`src/rtl/pseudo_rand_multi.sv`:
```
// Multi-channel Galois-LFSR random source with reseeding, optional handshake,
// multi-step advance, Weyl-sequence whitening and an advance counter.
module pseudo_rand_multi #(
    parameter int WIDTH        = 64,
    parameter int NUM_CHANNELS = 4,
    parameter int STEPS        = 1,
    parameter int HANDSHAKE    = 0,
    parameter int WHITEN       = 0,
    localparam int LFSR_WIDTH  = (WIDTH <= 64) ? 64 : ((WIDTH <= 128) ? 128 : 257),
    localparam int CHAN_W      = (NUM_CHANNELS > 1) ? $clog2(NUM_CHANNELS) : 1
) (
    input  logic                          clk,
    input  logic                          reset,
    input  logic                          enable,
    input  logic                          rand_ready,
    input  logic                          seed_load,
    input  logic [CHAN_W-1:0]             seed_chan,
    input  logic [LFSR_WIDTH-1:0]         seed_value,
    output logic [NUM_CHANNELS*WIDTH-1:0] rand_vect,
    output logic                          rand_valid,
    output logic [31:0]                   step_count
);

    localparam logic [256:0] DEFAULT_SEED =
        257'h0_7163e168_713d5431_6684e132_5cd84848_f3048b46_76874654_0c45f864_04e4684a;
    localparam logic [7:0] POLY8 = (LFSR_WIDTH == 64)  ? 8'h1B :
                                   (LFSR_WIDTH == 128) ? 8'h87 : 8'hC5;
    localparam logic [LFSR_WIDTH-1:0] LFSR_POLY = {{(LFSR_WIDTH-8){1'b0}}, POLY8};
    localparam logic [31:0] WEYL_INC = 32'h9E3779B9;

    function automatic logic [LFSR_WIDTH-1:0] lfsr_shift(input logic [LFSR_WIDTH-1:0] s);
        return {s[LFSR_WIDTH-2:0], 1'b0} ^ ({LFSR_WIDTH{s[LFSR_WIDTH-1]}} & LFSR_POLY);
    endfunction

    function automatic logic [LFSR_WIDTH-1:0] lfsr_advance(input logic [LFSR_WIDTH-1:0] s);
        logic [LFSR_WIDTH-1:0] t;
        t = s;
        for (int k = 0; k < STEPS; k++) begin
            t = lfsr_shift(t);
        end
        return t;
    endfunction

    // Per-channel seed: default seed rotated left by 17*c so channels start decorrelated.
    function automatic logic [LFSR_WIDTH-1:0] seed_of(input int c);
        logic [LFSR_WIDTH-1:0] d;
        int                    r;
        d = DEFAULT_SEED[LFSR_WIDTH-1:0];
        r = (17 * c) % LFSR_WIDTH;
        if (r == 0) begin
            return d;
        end
        return (d << r) | (d >> (LFSR_WIDTH - r));
    endfunction

    function automatic logic [WIDTH-1:0] weyl_mask(input logic [31:0] w);
        logic [WIDTH-1:0] m;
        for (int i = 0; i < WIDTH; i++) begin
            m[i] = w[i % 32];
        end
        return m;
    endfunction

    logic [LFSR_WIDTH-1:0] lfsr_p1 [NUM_CHANNELS];
    logic [31:0]           weyl_p1;
    logic [31:0]           cnt_p1;
    logic                  vld_p1;

    logic                  seed_hit_p0;
    logic                  ready_ok_p0;
    logic                  advance_p0;
    logic [WIDTH-1:0]      mask_p1;

    // ---- stage p0: decode of this cycle's requests ----
    assign seed_hit_p0 = seed_load && ({{(32-CHAN_W){1'b0}}, seed_chan} < 32'(NUM_CHANNELS));
    assign ready_ok_p0 = (HANDSHAKE != 0) ? rand_ready : 1'b1;
    assign advance_p0  = vld_p1 && enable && ready_ok_p0 && !seed_hit_p0;

    // ---- stage p1: registered channel state ----
    always_ff @(posedge clk) begin
        if (reset) begin
            for (int c = 0; c < NUM_CHANNELS; c++) begin
                lfsr_p1[c] <= seed_of(c);
            end
            weyl_p1 <= '0;
            cnt_p1  <= '0;
            vld_p1  <= 1'b0;
        end else if (seed_hit_p0) begin
            vld_p1 <= 1'b0;
            for (int c = 0; c < NUM_CHANNELS; c++) begin
                if (seed_chan == CHAN_W'(c)) begin
                    lfsr_p1[c] <= (seed_value == '0) ? seed_of(c) : seed_value;
                end
            end
        end else begin
            if (enable) begin
                vld_p1 <= 1'b1;
            end
            if (advance_p0) begin
                for (int c = 0; c < NUM_CHANNELS; c++) begin
                    lfsr_p1[c] <= lfsr_advance(lfsr_p1[c]);
                end
                weyl_p1 <= weyl_p1 + WEYL_INC;
                cnt_p1  <= cnt_p1 + 32'd1;
            end
        end
    end

    // ---- output: combinational from p1 flops, zero latency ----
    assign mask_p1 = (WHITEN != 0) ? weyl_mask(weyl_p1) : '0;

    for (genvar c = 0; c < NUM_CHANNELS; c++) begin : g_out
        assign rand_vect[c*WIDTH +: WIDTH] = lfsr_p1[c][WIDTH-1:0] ^ mask_p1;
    end

    assign rand_valid = vld_p1;
    assign step_count = cnt_p1;

endmodule

```
`config.mk`:
```
export PLATFORM = sky130hd
export DESIGN_NAME = pseudo_rand_multi
export DESIGN_NICKNAME = d
export VERILOG_FILES = /design/src/rtl/pseudo_rand_multi.sv
export SDC_FILE = /design/constraint.sdc
export NUM_CORES = 1
export LEC_CHECK = 0
export ABC_CLOCK_PERIOD_IN_PS = 7400
export CAP_MARGIN = 40
export CORE_MARGIN = 1.5
export CORE_UTILIZATION = 28
export CTS_CLUSTER_SIZE = 30
export DETAILED_ROUTE_END_ITERATION = 10
export SLEW_MARGIN = 20
export SYNTH_ARGS = -nofsm -noshare
export SYNTH_HDL_FRONTEND = slang
export SYNTH_SLANG_ARGS = --single-unit
```
`constraint.sdc`:
```
create_clock -name clk -period 7.4 [get_ports clk]
set_input_delay 1.48 -clock clk [delete_from_list [all_inputs] [get_ports clk]]
set_output_delay 1.48 -clock clk [all_outputs]
set_load 0.005 [all_outputs]
```
==> results.toml, run 1 <==
[sta]
min_period_ns = 3.87
slew_viol_final = 0
finalSetupViolCount = 0
max_slew.worst_pin.slew_ns = 0.857
fin_crit_sh_pct = 52.4
hold_viol = 0
fmax_mhz = 258
grt_setup_unrepaired = "false"
skew_ns = 0.0148
setup_tns_ns = 0
relSlewSlack_pct = 42.9

[synth]
synth_top_area_share_pct = 62.7
syn_inst = 828
syn_nets = 900
syn_avg_cell_area_um2 = 14.8
synth_area_mm2 = 0.0123
yosys_warnings = 0
yosysTopAreaCell = "edfxtp_1"
netlist-cell-type-count = 42
synth.area.top_cells = "edfxtp_1 (63%), a22o_1 (11%), o32a_1 (7.8%), dfxtp_1 (5.4%), clkbuf_1 (1.8%)"
ys_ff_latch = 289
seq_area_frac_synth_pct = 68.1

[global_route]
grt_pass1_vias = 9561
antenna_found_initial = 0
grt_pass1_wl_um = 65300
grt-ovfl-total = 0
grt_start_max_net_pins = 68
grtUsageTotal_pct = 19.5

[critical_path]
rrSetupSlack_ns = 4.86
path_delay_family = "simple AND/OR/NAND/NOR gates"
required_ns = 7.78
cpPeakStageDelay_ns = 0.74
crit_fanout = 54
cp.arrival_ns = 4.26
r2r_end = "lfsr_p1[0][35]$_DFFE_PP_"
worstSetupEndpointType = "flip-flop"
cp_num_buf_inv = 2
cp_cell_sequence = "clkdlybuf4s50_1, nor4_1, nand4_1, nor4_4, buf_4, o32a_1"
r2r-start = "rand_valid$_SDFFE_PP0P_"
worstSetupStartpointType = "input port"
r2r_cells = 5
critPathKind = "in2reg"
cpMaxStageDelayCell = "nor4_1"

[pwr]
leakagePower_nw = 5.78
power_density_mw_per_mm2 = 225
peakVddDrop_v = 0.000155

[hold_path]
hold_depth = 2
hp-start = "step_count[20]$_SDFFE_PP0N_"
hold_path_class = "reg2reg"
min_to = "step_count[20]$_SDFFE_PP0N_"

[final_layout]
most-common-layout-cells = "clkdlybuf4s50_1 (358), edfxtp_1 (256), a22o_1 (151)"
final_common_cell = "clkdlybuf4s50_1"
final_cells = 1775
fin_nets = 1237
antenna-diode-count = 0
area_growth_pct = 44.7
drive_gt1_share_pct = 7.48

[floorplan]
coreArea_mm2 = 0.0432
die_x_um = 212
start_util_pct = 28.4
io_pins = 360
die_y_um = 212
die_area_mm2 = 0.0451
core.rowCount = 76

[placed_design]
place_congestion = 0.794
hpwl_um = 30300
portBuffers = 358
dp_cells = 1713

[drt]
vias = 9634
route.detailed.drc = 0
first_iter_violations = 788
first_pass_iters = 6
wl_um = 44800
avgViaCountPerCell = 5.43
ant_nets = 0
routedWlPerCell_um = 25.2

[clocking]
htree_levels = 2
cts_sinks = 289
numCtsBuffers = 35
postCtsResizedCells = 0
cts_setup_buffers = 0
cts_buffer_depth = 3
cts_hold_buf = 0
cts_tree = "yes"
worstSkewPairLatency_ns = 0.53
clkTransAtPathRegs_ns = 0.06
root_buffer = "clkbuf_16"

[status]
status = "completed"

[flow_run]
cap_violations = 0
-- how the worst max path moves through the flow --
stage | from | to | slack (ns) | depth (start not counted)
global route | reset | lfsr_p1[0][43]$_DFFE_PP_ | 3.30 | 8
finish | seed_value[16] | lfsr_p1[1][63]$_SDFFCE_PN1P_ | 3.53 | 6
CTS | reset | lfsr_p1[0][27]$_DFFE_PP_ | 3.56 | 8
detailed placement | reset | lfsr_p1[0][44]$_DFFE_PP_ | 2.99 | 8
floorplan | seed_load | lfsr_p1[0][0]$_DFFE_PP_ | 0.17 | 5
global placement | reset | lfsr_p1[2][39]$_DFFE_PP_ | 2.45 | 5
-- report_power, final --
part | internal [mW] | switching [mW]
combinational | 0.205 | 0.189
sequential | 1.87 | 0.0505
clock | 0.992 | 0.692
-- cells in the mapped netlist, drive strengths merged --
library cell and n:
nor3 2, nor2 22, nand2 19, and4b 1, o21ai 19, ha 1, nand3b 2, nand2b 2
buf 19, xnor2 10, a21o 1, nor4 20, nor4b 1, o31ai 8, and3b 2, nand3 14
and3 2, nor2b 5, or4 11, dfxtp 33, inv 4, a21oi 24, edfxtp 256, nand4b 1
a22o 151, xor2 10, o31a 1, and4 5, o32a 95, or3 11, mux2 3, clkbuf 59
nand4 14
-- logic make-up after synthesis --
group | after synthesis | share of synthesized area, %
AOI/OAI and AO/OA | 299 | 20.9
xor gates and xnor gates | 20 | 1.43
adders and majority gates | 1 | 0.102
buffers and inverters | 82 | 2.73
DFF | 289 | 68.1
muxes | 3 | 0.275
and+or+nand+nor | 134 | 6.50
-- per-stage QoR --
step | hold WS [ns] | setup WS [ns] | total power [mW] | utilization (%) | instance area, um2
2_1_floorplan | 0.477 | 0.170 | 2.05 | - | 12300
3_3_place_gp | 0.475 | 2.45 | 2.33 | 38.0 | 16400
3_5_place_dp | 0.495 | 2.99 | 2.34 | 38.5 | 16600
4_1_cts | 0.503 | 3.56 | 4.03 | 41.1 | 17800
5_1_grt | 0.540 | 3.30 | 4.12 | 41.1 | 17800
6_report | 0.503 | 3.53 | 3.99 | 41.1 | 17800
-- flip-flops by register name (all words and copies together) (netlist names) --
register / count
lfsr_p1: 256
rand_valid: 1
step_count: 32
-- cell type report --
| class | count | area (um2) |
|---|---|---|
| inverter | 4 | 15.0 |
| clock inverter | 17 | 101 |
| multi-input combinational | 457 | 3660 |
| clock buffer | 45 | 1010 |
| timing repair buffer | 378 | 3880 |
| fill | 4087 | 25400 |
| tap | 585 | 732 |
| sequential | 289 | 8350 |
-- metal layers --
layer,routed length (um),global-route usage (%),up-vias
met1,18700,25.4,4963
met5,0,0,-
met2,20700,30.6,429
li1,-,-,4180
met3,4330,6.35,62
met4,1030,6.04,0
-- tightest hold or removal path: stages, from the launching register on --
cell	delay [ns]
dfxtp_1	0.32
o21ai_0	0.07
a21oi_1	0.06
No activity file was read; power rests on OpenSTA's default activity.
==> run 2: changes to the inputs <==
--- a/config.mk
+++ b/config.mk
@@ -5,7 +5,7 @@
 export SDC_FILE = /design/constraint.sdc
 export NUM_CORES = 1
 export LEC_CHECK = 0
-export ABC_CLOCK_PERIOD_IN_PS = 7400
+export ABC_CLOCK_PERIOD_IN_PS = 3250
 export CAP_MARGIN = 40
 export CORE_MARGIN = 1.5
 export CORE_UTILIZATION = 28
==> constraint.sdc (replaced) <==
create_clock -name clk -period 3.25 [get_ports clk]
set_input_delay 0.65 -clock clk [delete_from_list [all_inputs] [get_ports clk]]
set_output_delay 0.65 -clock clk [all_outputs]
set_load 0.005 [all_outputs]
==> run 2 against run 1 <==
Net effect: sequential power grew 130%; setup slack lost 3.0 ns; first-iteration DRC count grew 12%; register-to-register slack lost 3.8 ns; critical endpoint is now lfsr_p1[0][23]$_DFFE_PP_.
==> results.toml, run 2 (synthesis results as in run 1) <==
[critical_path]
cp.arrival_ns = 3.17
critPathKind = "in2reg"
r2r-start = "step_count[0]$_SDFFE_PP0N_"
cpPeakStageDelay_ns = 0.64
r2r_cells = 5
rrSetupSlack_ns = 1.09
worstSetupEndpointType = "flip-flop"
required_ns = 3.66
r2r_end = "step_count[24]$_SDFFE_PP0N_"
worstSetupStartpointType = "input port"
cp_common_cell = "buf_12"
cpMaxStageDelayCell = "nor4_1"
cp_cell_sequence = "clkdlybuf4s50_1, nor4_1, buf_4, nand4_1, nor4_4, buf_12, buf_12, o32a_1"
crit_fanout = 22

[final_layout]
largest_reg_flops = 256
utilization_pct = 41.8
most-common-layout-cells = "clkdlybuf4s50_1 (358), edfxtp_1 (256), a22o_1 (151)"
top_register = "lfsr_p1"
antenna-diode-count = 0
final_common_cell = "clkdlybuf4s50_1"
postLayoutCellArea_mm2 = 0.0181
area_growth_pct = 47.2
drive_gt1_share_pct = 9.96
fin_nets = 1273

[flow_run]
cap_violations = 0

[drt]
route.detailed.drc = 0
first_iter_violations = 879
ant_nets = 0
vias = 9748
avgViaCountPerCell = 5.39
wl_um = 45500
first_pass_iters = 5
routedWlPerCell_um = 25.1

[sta]
max_slew.worst_pin.slew_ns = 0.719
hold_viol = 0
fin_crit_sh_pct = 85.1
grt_setup_unrepaired = "false"
min_period_ns = 2.77
skew_ns = 0.0108
finalSetupViolCount = 0
relSlewSlack_pct = 51.9
slew_viol_final = 0
fmax_mhz = 362

[floorplan]
coreArea_mm2 = 0.0432
die_x_um = 212
io_pins = 360
die_y_um = 212
core.rowCount = 76
die_area_mm2 = 0.0451
start_util_pct = 28.4

[global_route]
grt_pass1_wl_um = 66100
antenna_found_initial = 0
grt-ovfl-total = 0
grtUsageTotal_pct = 19.8
grt_start_max_net_pins = 65
grt_pass1_vias = 9730

[clocking]
clkTransAtPathRegs_ns = 0.06
cts_hold_buf = 0
cts_setup_buffers = 0
cts_buffer_depth = 3
cts_sinks = 289
root_buffer = "clkbuf_16"
postCtsResizedCells = 0
worstSkewPairLatency_ns = 0.54
numCtsBuffers = 35
cts_tree = "yes"
htree_levels = 2

[placed_design]
hpwl_um = 31200
portBuffers = 358
dpl-instance-area_mm2 = 0.0170
place_congestion = 0.798

[pwr]
fin_total_pwr_mw = 9.08
peakVddDrop_v = 0.000457
power_density_mw_per_mm2 = 503
leakagePower_nw = 5.94

[hold_path]
hp-start = "step_count[25]$_SDFFE_PP0N_"
hold_depth = 2
hold_path_class = "reg2reg"
min_to = "step_count[25]$_SDFFE_PP0N_"

[status]
status = "completed"
==> run 2: cell count changes in the layout (fill, tap and decap cells not counted), sizes merged <==
| cell | before | now |
|---|---|---|
| buf | 20 | 56 |
| clkbuf | 45 | 46 |
| clkinv | 15 | 11 |
| clkinvlp | 1 | 2 |
| inv | 4 | 5 |
==> run 2: stage by stage <==
step / worst slack, ns / TNS [ns] / instances / hold slack [ns]
CTS: 0.469 / 0 / 1810 / 0.490
global route: 0.330 / 0 / 1810 / 0.535
detailed placement: -0.0866 / -3.72 / 1749 / 0.484
global placement: -0.0616 / -1.81 / 1747 / 0.478
floorplan: 0.117 / 0 / 828 / 0.477
finish: 0.484 / 0 / 1810 / 0.491
==> run 2: how the worst max path moves through the flow <==
stage / from / end / slack, ns / depth (start not counted)
finish: seed_value[9] / lfsr_p1[0][23]$_DFFE_PP_ / 0.48 / 8
global route: seed_value[9] / lfsr_p1[0][23]$_DFFE_PP_ / 0.33 / 8
CTS: seed_value[9] / lfsr_p1[0][23]$_DFFE_PP_ / 0.47 / 8
detailed placement: seed_value[9] / lfsr_p1[0][23]$_DFFE_PP_ / -0.09 / 8
global placement: seed_value[9] / lfsr_p1[0][23]$_DFFE_PP_ / -0.06 / 8
floorplan: seed_load / lfsr_p1[2][0]$_DFFE_PP_ / 0.12 / 4
==> run 2: cell type report <==
cell class                      count  area, um2
Clock buffer                       46        981
Clock inverter                     15        100
Fill cell                        4045      25100
Inverter                            4       15.0
Multi-Input combinational cell    457       3660
Sequential cell                   289       8350
Tap cell                          585        732
Timing Repair Buffer              414       4220
==> run 2: power by group <==
part | switching (mW) | internal, mW | total, mW
combinational | 0.433 | 0.485 | 0.918
clock | 1.60 | 2.20 | 3.80
sequential | 0.117 | 4.25 | 4.36
total | 2.15 | 6.93 | 9.08
==> run 2: per-layer routing <==
| layer | routed length, um | GRT usage [%] | vias to the layer above |
|---|---|---|---|
| li1 | - | - | 4256 |
| met1 | 19000 | 25.8 | 5017 |
| met2 | 21200 | 31.4 | 425 |
| met3 | 4410 | 6.54 | 50 |
| met4 | 879 | 5.62 | 0 |
| met5 | 0 | 0 | - |
==> run 2: worst max-delay path: cells and delay by family <==
family                 cells  cell delay, ns
and+or+nand+nor            3            1.16
buffers and inverters      4            1.14
AOI/OAI and AO/OA          1            0.18
==> run 3: changes to the inputs <==
--- a/config.mk
+++ b/config.mk
@@ -7,10 +7,12 @@
 export LEC_CHECK = 0
 export ABC_CLOCK_PERIOD_IN_PS = 3250
 export CAP_MARGIN = 40
+export CORE_ASPECT_RATIO = 1.1
 export CORE_MARGIN = 1.5
 export CORE_UTILIZATION = 28
 export CTS_CLUSTER_SIZE = 30
 export DETAILED_ROUTE_END_ITERATION = 10
+export DONT_BUFFER_PORTS = 1
 export SLEW_MARGIN = 20
 export SYNTH_ARGS = -nofsm -noshare
 export SYNTH_HDL_FRONTEND = slang
==> run 3 against run 2 <==
Net effect: combinational power shrank 63%; total power fell by 4.4%; core utilization down 9.2 points; critical path type is now reg2reg; critical endpoint is now lfsr_p1[3][10]$_DFFE_PP_.
==> results.toml, run 3 (synthesis results as in run 1) <==
[hold_path]
hp-start = "reset"
min_to = "step_count[28]$_SDFFE_PP0N_"
hold_depth = 1
hold_path_class = "in2reg"

[drt]
ant_nets = 0
first_iter_violations = 640
wl_um = 42700
route.detailed.drc = 0
avgViaCountPerCell = 5.96
routedWlPerCell_um = 30.5
first_pass_iters = 6
vias = 8360

[critical_path]
r2r_cells = 4
cp_cell_sequence = "and3b_1, nor2_1, nand2_4, buf_12"
r2r_end = "lfsr_p1[3][10]$_DFFE_PP_"
path_delay_family = "simple AND/OR/NAND/NOR gates"
worstSetupEndpointType = "flip-flop"
cpPeakStageDelay_ns = 0.64
cpMaxStageDelayCell = "nor2_1"
rrSetupSlack_ns = 0.77
required_ns = 3.52
worstSetupStartpointType = "flip-flop"
r2r-start = "rand_valid$_SDFFE_PP0P_"
cp.arrival_ns = 2.76
crit_fanout = 41
critPathKind = "reg2reg"
cp_num_buf_inv = 1

[floorplan]
die_area_mm2 = 0.0451
core.rowCount = 80
die_x_um = 203
start_util_pct = 28.3
coreArea_mm2 = 0.0433
die_y_um = 223
io_pins = 360

[status]
status = "completed"

[pwr]
combPwrFrac_pct = 3.9
pwr-share-seq_pct = 51.2
p_clk_share_pct = 44.9
power_density_mw_per_mm2 = 613
swShare_pct = 21.6
leakagePower_nw = 4.38
p_sw_mw = 1.87
peakVddDrop_v = 0.000395
internal-power_mw = 6.81

[placed_design]
hpwl_um = 29400
portBuffers = 0
dp_cells = 1352
place_congestion = 0.856

[final_layout]
drive_gt1_share_pct = 10.9
most-common-layout-cells = "edfxtp_1 (256), a22o_1 (151), o32a_1 (95)"
fin_nets = 883
multi_input_area_mm2 = 0.00366
antenna-diode-count = 0
area_growth_pct = 15.3
top_register = "lfsr_p1"
final_common_cell = "edfxtp_1"
seq_area_mm2 = 0.00835
nFillCells = 4189
final_cells = 1403
largest_reg_flops = 256

[sta]
setup_tns_ns = 0
finalSetupViolCount = 0
relSlewSlack_pct = 47.9
holdWs_ns = 0.156
grt_setup_unrepaired = "false"
min_period_ns = 2.48
hold_viol = 0
skew_ns = 0.0118
fmax_mhz = 402
slew_viol_final = 0
fin_crit_sh_pct = 76.5
max_slew.worst_pin.slew_ns = 0.779

[global_route]
antenna_found_initial = 0
grt_pass1_vias = 8174
grt_pass1_wl_um = 60800
grt_start_max_net_pins = 117
grt-ovfl-total = 0
grtUsageTotal_pct = 18.2

[clocking]
cts_sinks = 289
numCtsBuffers = 31
cts_setup_buffers = 0
root_buffer = "clkbuf_16"
cts_buffer_depth = 3
clkTransAtPathRegs_ns = 0.06
worstSkewPairLatency_ns = 0.57
postCtsResizedCells = 0
cts_hold_buf = 0
cts_tree = "yes"
htree_levels = 1

[flow_run]
cap_violations = 0
==> run 3: changes by cell type in the layout (fill, tap and decap cells not counted), sizes merged <==
| cell | previous run | this run |
|---|---|---|
| clkinv | 11 | 7 |
| clkdlybuf4s50 | 358 | 0 |
| bufinv | 1 | 9 |
| buf | 56 | 28 |
| clkinvlp | 2 | 0 |
| clkbuf | 46 | 34 |
==> run 3: worst max path at each step <==
stage,from,end,slack (ns),cells after the start
after global placement,seed_value[29],lfsr_p1[0][46]$_DFFE_PP_,0.45,6
after detailed placement,seed_value[29],lfsr_p1[2][48]$_DFFE_PP_,0.45,6
after CTS,rand_valid$_SDFFE_PP0P_,lfsr_p1[3][39]$_DFFE_PP_,0.83,4
final,rand_valid$_SDFFE_PP0P_,lfsr_p1[3][10]$_DFFE_PP_,0.77,4
after global routing,rand_valid$_SDFFE_PP0P_,lfsr_p1[3][10]$_DFFE_PP_,0.70,4
after floorplan,seed_load,lfsr_p1[2][0]$_DFFE_PP_,0.12,4
==> run 3: cell type report <==
| class | count | share of cell area, % |
|---|---|---|
| sequential | 289 | 59.0 |
| multi-input combinational | 457 | 25.9 |
| clock buffer | 34 | 5.56 |
| tap | 574 | 5.08 |
| timing repair buffer | 28 | 2.19 |
| clock inverter | 17 | 2.17 |
| inverter | 4 | 0.106 |
==> run 3: power by group through the flow <==
stage                     Combinational [mW]  Clock, mW  Sequential [mW]
final                                  0.340       3.90             4.44
after global routing                   0.370       4.08             4.46
after CTS                              0.348       3.96             4.45
after detailed placement               0.349          0             4.52
after global placement                 0.334          0             4.52
after floorplan                        0.229          0             4.43
==> run 3: metrics by stage <==
stage                     area [um2]  utilization (%)  setup slack, ns  power (mW)
final                          14100             32.6            0.765        8.68
after global routing           14100             32.6            0.705        8.91
after CTS                      14100             32.6            0.828        8.75
after detailed placement       13100             30.1            0.453        4.87
after global placement         13000             30.1            0.446        4.86
after floorplan                12300                -            0.117        4.66
==> run 3: per-layer routing <==
layer	part of all wire [%]	track usage, %	routed length, um	vias to the layer above
li1	-	-	-	3481
met1	38	21.9	16100	4308
met2	47	29.4	20100	511
met3	13	8.04	5500	60
met4	2.4	5.21	1040	0
met5	0	0	0	-
